File: src/rtl/camera_pose_pkg.sv
// Shared types, default parameters and saturating / modulo step helpers
// for the button-driven camera pose controller.
package camera_pose_pkg;

  typedef enum logic [1:0] {
    IDLE   = 2'd0,
    DELAY  = 2'd1,
    REPEAT = 2'd2
  } axis_state_e;

  localparam int X_W_DEF          = 11;
  localparam int Y_W_DEF          = 11;
  localparam int ANG_W_DEF        = 9;
  localparam int X_INIT_DEF       = 300;
  localparam int Y_INIT_DEF       = 300;
  localparam int XY_STEP_DEF      = 1;
  localparam int ANG_STEP_DEF     = 5;
  localparam int ANG_MOD_DEF      = 360;
  localparam int REPEAT_DELAY_DEF = 16250000;
  localparam int REPEAT_RATE_DEF  = 3250000;
  localparam int CNT_W_DEF        = 24;

  // One step towards hi or lo, saturating at the bound (underflow included).
  function automatic logic [31:0] clamp_step(input logic [31:0] cur, input logic is_inc,
                                             input logic [31:0] step, input logic [31:0] lo,
                                             input logic [31:0] hi);
    logic [32:0] sum_v;
    logic [31:0] res_v;
    if (is_inc) begin
      sum_v = {1'b0, cur} + {1'b0, step};
      res_v = (sum_v > {1'b0, hi}) ? hi : sum_v[31:0];
    end else begin
      sum_v = {1'b0, lo} + {1'b0, step};
      res_v = ({1'b0, cur} < sum_v) ? lo : (cur - step);
    end
    return res_v;
  endfunction

  function automatic logic [31:0] wrap_step(input logic [31:0] cur, input logic is_inc,
                                            input logic [31:0] step, input logic [31:0] modv);
    logic [32:0] sum_v;
    logic [31:0] res_v;
    if (is_inc) begin
      sum_v = {1'b0, cur} + {1'b0, step};
      res_v = (sum_v >= {1'b0, modv}) ? (sum_v[31:0] - modv) : sum_v[31:0];
    end else begin
      res_v = (cur < step) ? (cur + modv - step) : (cur - step);
    end
    return res_v;
  endfunction

endpackage

File: src/rtl/axis_repeat.sv
// Per-axis press/auto-repeat sequencer: turns an inc/dec button pair into
// single-cycle step pulses (first step on the press edge, then delay/rate).
module axis_repeat
  import camera_pose_pkg::*;
#(
  parameter int REPEAT_DELAY = REPEAT_DELAY_DEF,
  parameter int REPEAT_RATE  = REPEAT_RATE_DEF,
  parameter int CNT_W        = CNT_W_DEF
) (
  input  logic clk,
  input  logic reset,
  input  logic inc,
  input  logic dec,
  input  logic hold_off,
  output logic step_inc,
  output logic step_dec
);

  axis_state_e      r_state;
  logic [CNT_W-1:0] r_cnt;
  logic [1:0]       r_prev_dir;
  logic [1:0]       w_dir;
  logic             w_active;
  logic             w_new_press;
  logic             w_expire;
  logic             w_step;

  // w_dir = {dec-only, inc-only}; both pressed cancel to 2'b00
  assign w_dir       = {dec & ~inc, inc & ~dec};
  assign w_active    = (w_dir != 2'b00);
  assign w_new_press = w_active && (w_dir != r_prev_dir);
  assign w_expire    = w_active && (w_dir == r_prev_dir) && (r_state != IDLE) &&
                       (r_cnt == {CNT_W{1'b0}});
  assign w_step      = ~reset & ~hold_off & (w_new_press | w_expire);
  assign step_inc    = w_step & w_dir[0];
  assign step_dec    = w_step & w_dir[1];

  // Previous direction always tracks the buttons so held presses need a re-press after reset/home
  always_ff @(posedge clk) begin
    r_prev_dir <= w_dir;
    if (reset || hold_off) begin
      r_state <= IDLE;
      r_cnt   <= {CNT_W{1'b0}};
    end else if (!w_active) begin
      r_state <= IDLE;
      r_cnt   <= {CNT_W{1'b0}};
    end else if (w_new_press) begin
      r_state <= DELAY;
      r_cnt   <= CNT_W'(REPEAT_DELAY - 1);
    end else if (r_state == IDLE) begin
      r_state <= IDLE;
      r_cnt   <= r_cnt;
    end else if (r_cnt == {CNT_W{1'b0}}) begin
      r_state <= REPEAT;
      r_cnt   <= CNT_W'(REPEAT_RATE - 1);
    end else begin
      r_state <= r_state;
      r_cnt   <= r_cnt - {{(CNT_W-1){1'b0}}, 1'b1};
    end
  end

endmodule

File: src/rtl/camera_pose_ctrl.sv
// Camera pose controller: three auto-repeat axes drive clamped x/y offsets
// and a modulo angle, with a home command and a pose-changed strobe.
module camera_pose_ctrl
  import camera_pose_pkg::*;
#(
  parameter int X_W          = X_W_DEF,
  parameter int Y_W          = Y_W_DEF,
  parameter int ANG_W        = ANG_W_DEF,
  parameter int X_INIT       = X_INIT_DEF,
  parameter int Y_INIT       = Y_INIT_DEF,
  parameter int X_MIN        = 0,
  parameter int X_MAX        = 1023,
  parameter int Y_MIN        = 0,
  parameter int Y_MAX        = 767,
  parameter int XY_STEP      = XY_STEP_DEF,
  parameter int ANG_STEP     = ANG_STEP_DEF,
  parameter int ANG_MOD      = ANG_MOD_DEF,
  parameter int REPEAT_DELAY = REPEAT_DELAY_DEF,
  parameter int REPEAT_RATE  = REPEAT_RATE_DEF,
  parameter int CNT_W        = CNT_W_DEF
) (
  input  logic             clk,
  input  logic             reset,
  input  logic             left,
  input  logic             right,
  input  logic             up,
  input  logic             down,
  input  logic             rot_left,
  input  logic             rot_right,
  input  logic             home,
  output logic [X_W-1:0]   x_offset,
  output logic [Y_W-1:0]   y_offset,
  output logic [ANG_W-1:0] angle,
  output logic             moved
);

  logic [X_W-1:0]   r_x,   w_x_next;
  logic [Y_W-1:0]   r_y,   w_y_next;
  logic [ANG_W-1:0] r_ang, w_ang_next;
  logic             r_moved;
  logic             w_x_inc, w_x_dec, w_y_inc, w_y_dec, w_a_inc, w_a_dec;
  logic             w_home_change;

  axis_repeat #(.REPEAT_DELAY(REPEAT_DELAY), .REPEAT_RATE(REPEAT_RATE), .CNT_W(CNT_W)) u_axis_x (
    .clk(clk), .reset(reset), .inc(right), .dec(left), .hold_off(home),
    .step_inc(w_x_inc), .step_dec(w_x_dec)
  );

  axis_repeat #(.REPEAT_DELAY(REPEAT_DELAY), .REPEAT_RATE(REPEAT_RATE), .CNT_W(CNT_W)) u_axis_y (
    .clk(clk), .reset(reset), .inc(down), .dec(up), .hold_off(home),
    .step_inc(w_y_inc), .step_dec(w_y_dec)
  );

  axis_repeat #(.REPEAT_DELAY(REPEAT_DELAY), .REPEAT_RATE(REPEAT_RATE), .CNT_W(CNT_W)) u_axis_a (
    .clk(clk), .reset(reset), .inc(rot_right), .dec(rot_left), .hold_off(home),
    .step_inc(w_a_inc), .step_dec(w_a_dec)
  );

  // Next pose from this cycle's step pulses
  always_comb begin
    w_x_next   = r_x;
    w_y_next   = r_y;
    w_ang_next = r_ang;
    if (w_x_inc || w_x_dec) begin
      w_x_next = X_W'(clamp_step(32'(r_x), w_x_inc, 32'(XY_STEP), 32'(X_MIN), 32'(X_MAX)));
    end else begin
      w_x_next = r_x;
    end
    if (w_y_inc || w_y_dec) begin
      w_y_next = Y_W'(clamp_step(32'(r_y), w_y_inc, 32'(XY_STEP), 32'(Y_MIN), 32'(Y_MAX)));
    end else begin
      w_y_next = r_y;
    end
    if (w_a_inc || w_a_dec) begin
      w_ang_next = ANG_W'(wrap_step(32'(r_ang), w_a_inc, 32'(ANG_STEP), 32'(ANG_MOD)));
    end else begin
      w_ang_next = r_ang;
    end
  end

  assign w_home_change = (r_x != X_W'(X_INIT)) || (r_y != Y_W'(Y_INIT)) ||
                         (r_ang != {ANG_W{1'b0}});

  // Pose registers; moved is high only in cycles where a value really changed
  always_ff @(posedge clk) begin
    if (reset) begin
      r_x     <= X_W'(X_INIT);
      r_y     <= Y_W'(Y_INIT);
      r_ang   <= {ANG_W{1'b0}};
      r_moved <= 1'b0;
    end else if (home) begin
      r_x     <= X_W'(X_INIT);
      r_y     <= Y_W'(Y_INIT);
      r_ang   <= {ANG_W{1'b0}};
      r_moved <= w_home_change;
    end else begin
      r_x     <= w_x_next;
      r_y     <= w_y_next;
      r_ang   <= w_ang_next;
      r_moved <= (w_x_next != r_x) || (w_y_next != r_y) || (w_ang_next != r_ang);
    end
  end

  assign x_offset = r_x;
  assign y_offset = r_y;
  assign angle    = r_ang;
  assign moved    = r_moved;

endmodule

File: config.mk
export PLATFORM = sky130hd
export DESIGN_NAME = camera_pose_ctrl
export DESIGN_NICKNAME = d
export VERILOG_FILES = /design/src/rtl/camera_pose_pkg.sv /design/src/rtl/axis_repeat.sv /design/src/rtl/camera_pose_ctrl.sv
export SDC_FILE = /design/constraint.sdc
export NUM_CORES = 1
export LEC_CHECK = 0
export CORE_AREA = 2 2 123 125
export CTS_BUF_LIST = sky130_fd_sc_hd__clkbuf_8
export CTS_CLUSTER_DIAMETER = 150
export CTS_CLUSTER_SIZE = 16
export DETAILED_ROUTE_END_ITERATION = 8
export DIE_AREA = 0 0 125 127
export GPL_ROUTABILITY_DRIVEN = 0
export PLACE_DENSITY_LB_ADDON = 0.2
export SLEW_MARGIN = 20
export SYNTH_ARGS = -nofsm -noshare
export SYNTH_HDL_FRONTEND = slang
export SYNTH_SLANG_ARGS = --single-unit
File: constraint.sdc
create_clock -name clk -period 4.52 [get_ports clk]
set_clock_uncertainty 0.05 [all_clocks]
set_input_delay 0.678 -clock clk [delete_from_list [all_inputs] [get_ports clk]]
set_output_delay 0.678 -clock clk [all_outputs]
set_load 0.005 [all_outputs]
==> run summary <==
proportion of netlist area held by the largest area contributor: 0.297
Tmin final: 3400 ps
Area contributors post-synth: dfxtp_1 30%, a21oi_1 6.6%, nor2_1 6.4%, nand2_1 3.8%, xnor2_1 3.8%
VDD IR max: 0.000159 V
post-route clock period utilization: 0.753
Core Util, Final: 0.603
antenna cells: 0
wire per inst: 16.9 µm
final setup fails: 0
Worst EP required: 4820 ps
Max Slew Vio Count: 0
Layout Nets: 1087
post-synthesis cell area: 7830 µm²
Synth Instances: 1048
Slew headroom: 0.408
max_cap viols: 0
Initial DRC Count: 962
most frequent cell after synthesis: nor2_1
Achievable Freq: 294 MHz
DRT Wirelength: 21100 µm
core area: 14400 µm²
Commonest cells post-synth: 134 x nor2_1, 116 x dfxtp_1, 103 x a21oi_1
# rows: 44
CTS root buf: clkbuf_8
Final ANT Viol Nets: 0
dpl hpwl: 15000 µm
Die Y: 127 µm
synthesized area per cell: 7.47 µm²
P per Cell Area: 304 nW/µm²
hold path cells: 2
vias in the first global route: 7044
Global Route Usage Sum: 0.265
#FFs+latches synth: 116
Synth cell types: 77
CTS tree: built
register area share after synthesis: 0.297
most common flop cell mapped by yosys: dfxtp_1
FILL cells: 1350
Initial DRT Pass Iterations: 6
critical path's slowest cell: nor4_1
setup tns final: 0 ps
Die Area: 15900 µm²
Tightest Pin Transition: 885 ps
Yosys warning count: 0
gr ovfl total: 0
Async S/R FF share, synth: 0
Hold/Removal Path Class: reg2reg
via count: 8013
initial antenna violation count: 0
Synth Net Count: 1079
EDFF count, synth: 0
# resized after CTS: 0
status: finished, final reports clean
max incr delay on CP: 750 ps
RSZ-0062 raised after global routing: false
CP Data Arrival Time: 3700 ps
Die X: 125 µm
Final Hold Fails: 0
I/O Buffers: 40
Synth area leader: dfxtp_1
P_leak: 3.25 nW
clock sinks: 116
Max H-tree Level: 4
Worst setup EP type: flop
CTS Buf Count: 17
Min Hold Slack: 441 ps
R2R cell count: 9
largest net degree at the start of global routing: 22
Setup Fix Bufs, Post-CTS: 0
layout cells sized above 1: 0.0608
Worst-Skew Late Latency: 460 ps
DRC Markers: 0
Setup CP Type: reg2reg
CP Cell Sequence: ha_1, nand2_1, nor4_1, mux2i_1, and3_4, a221oi_1, nor4_2, a31oi_1, a211o_1
Worst Setup Start Kind: flop
initial core utilization: 0.543
first-pass GRT wire length: 35100 µm
Critical Path Fanout Max: 12
hold_buf cts: 0
Area growth, synth to finish: 11.2%
CTS Buffer Depth: 2
I/O pins: 41
Via density: 6.40
Reg clk slew, reported paths: 70 ps
==> state kept, by name (all words and copies together) (netlist names) <==
name                 flops
u_axis_a.r_cnt          24
y_offset                11
u_axis_x.r_cnt          24
x_offset                11
u_axis_y.r_state         2
u_axis_x.r_state         2
u_axis_a.r_prev_dir      2
angle                    9
u_axis_y.r_prev_dir      2
u_axis_y.r_cnt          24
u_axis_x.r_prev_dir      2
moved                    1
u_axis_a.r_state         2
==> logic make-up (layout without fill, tap and decap cells) <==
| group | count (synthesis) | count (layout) | share of synthesized area |
|---|---|---|---|
| xor+xnor | 62 | 62 | 0.0694 |
| flops | 116 | 116 | 0.297 |
| simple gates | 463 | 463 | 0.300 |
| mux | 10 | 10 | 0.0130 |
| fa+ha+maj | 22 | 22 | 0.0352 |
| compound gates | 281 | 281 | 0.238 |
| buf+inv | 94 | 115 | 0.0476 |
==> critical path, delay by kind of cell (launching register included) <==
family / cells / cell delay, ps
muxes: 1 / 380
adders and majority gates: 1 / 340
AOI/OAI and AO/OA: 3 / 510
and+or+nand+nor: 4 / 1490
DFF: 1 / 530
==> layout by cell type, fill, tap and decap left out, drive strengths merged, types with 10 or more instances in the layout <==
cell type      count
a21oi            103
or4               13
nor4              31
nand4             19
xnor2             34
a211oi            13
and2              13
nor3              52
clkdlybuf4s50     40
or3               16
o21ai             57
ha                22
nor2             134
nand3             45
nand2             81
nand2b            11
o211ai            12
clkbuf            21
and3              11
a31oi             10
or2               10
dfxtp            116
xor2              28
inv               37
==> routing by layer <==
layer / global-route usage / vias up / share of wire
li1: - / 3876 / -
met1: 0.370 / 3687 / 0.45
met2: 0.408 / 399 / 0.44
met3: 0.0557 / 51 / 0.083
met4: 0.0902 / 0 / 0.024
met5: 0 / - / 0
==> stage by stage <==
step                      std cells  area, µm²  worst slack (ps)  total power, W
after floorplan                1048       7830              1440         0.00151
after global placement         1221       8280               713         0.00162
after detailed placement       1221       8280               670         0.00162
after CTS                      1253       8700              1160         0.00265
after global routing           1253       8700               837         0.00277
final                          1253       8700              1120         0.00264
==> power by group <==
group	switching (W)	total [W]	leakage, nW	internal, W
Clock	0.000437	0.00103	0.218	0.000596
Combinational	0.000327	0.000516	2.09	0.000189
Sequential	0.0000374	0.00109	0.941	0.00106
Total	0.000801	0.00264	3.25	0.00184
==> area by class of cell <==
type | instances | area (µm²) | share of cell area
well taps | 184 | 230 | 0.0265
clock inverters | 11 | 134 | 0.0154
multi-input cells | 838 | 5130 | 0.590
clock buffers | 21 | 289 | 0.0332
inverters | 34 | 128 | 0.0147
repair buffers | 49 | 468 | 0.0538
flip-flops and latches | 116 | 2320 | 0.267
==> final timing paths <==
check	slack, ps	startpoint	to
worst max register to register	1120	x_offset[1]	moved
worst min-delay path	440	u_axis_a.r_state[1]	u_axis_a.r_state[1]
worst min register to register	440	u_axis_a.r_state[1]	u_axis_a.r_state[1]
worst max-delay path	1120	x_offset[1]	moved
Power figures use the tool's default switching activity.
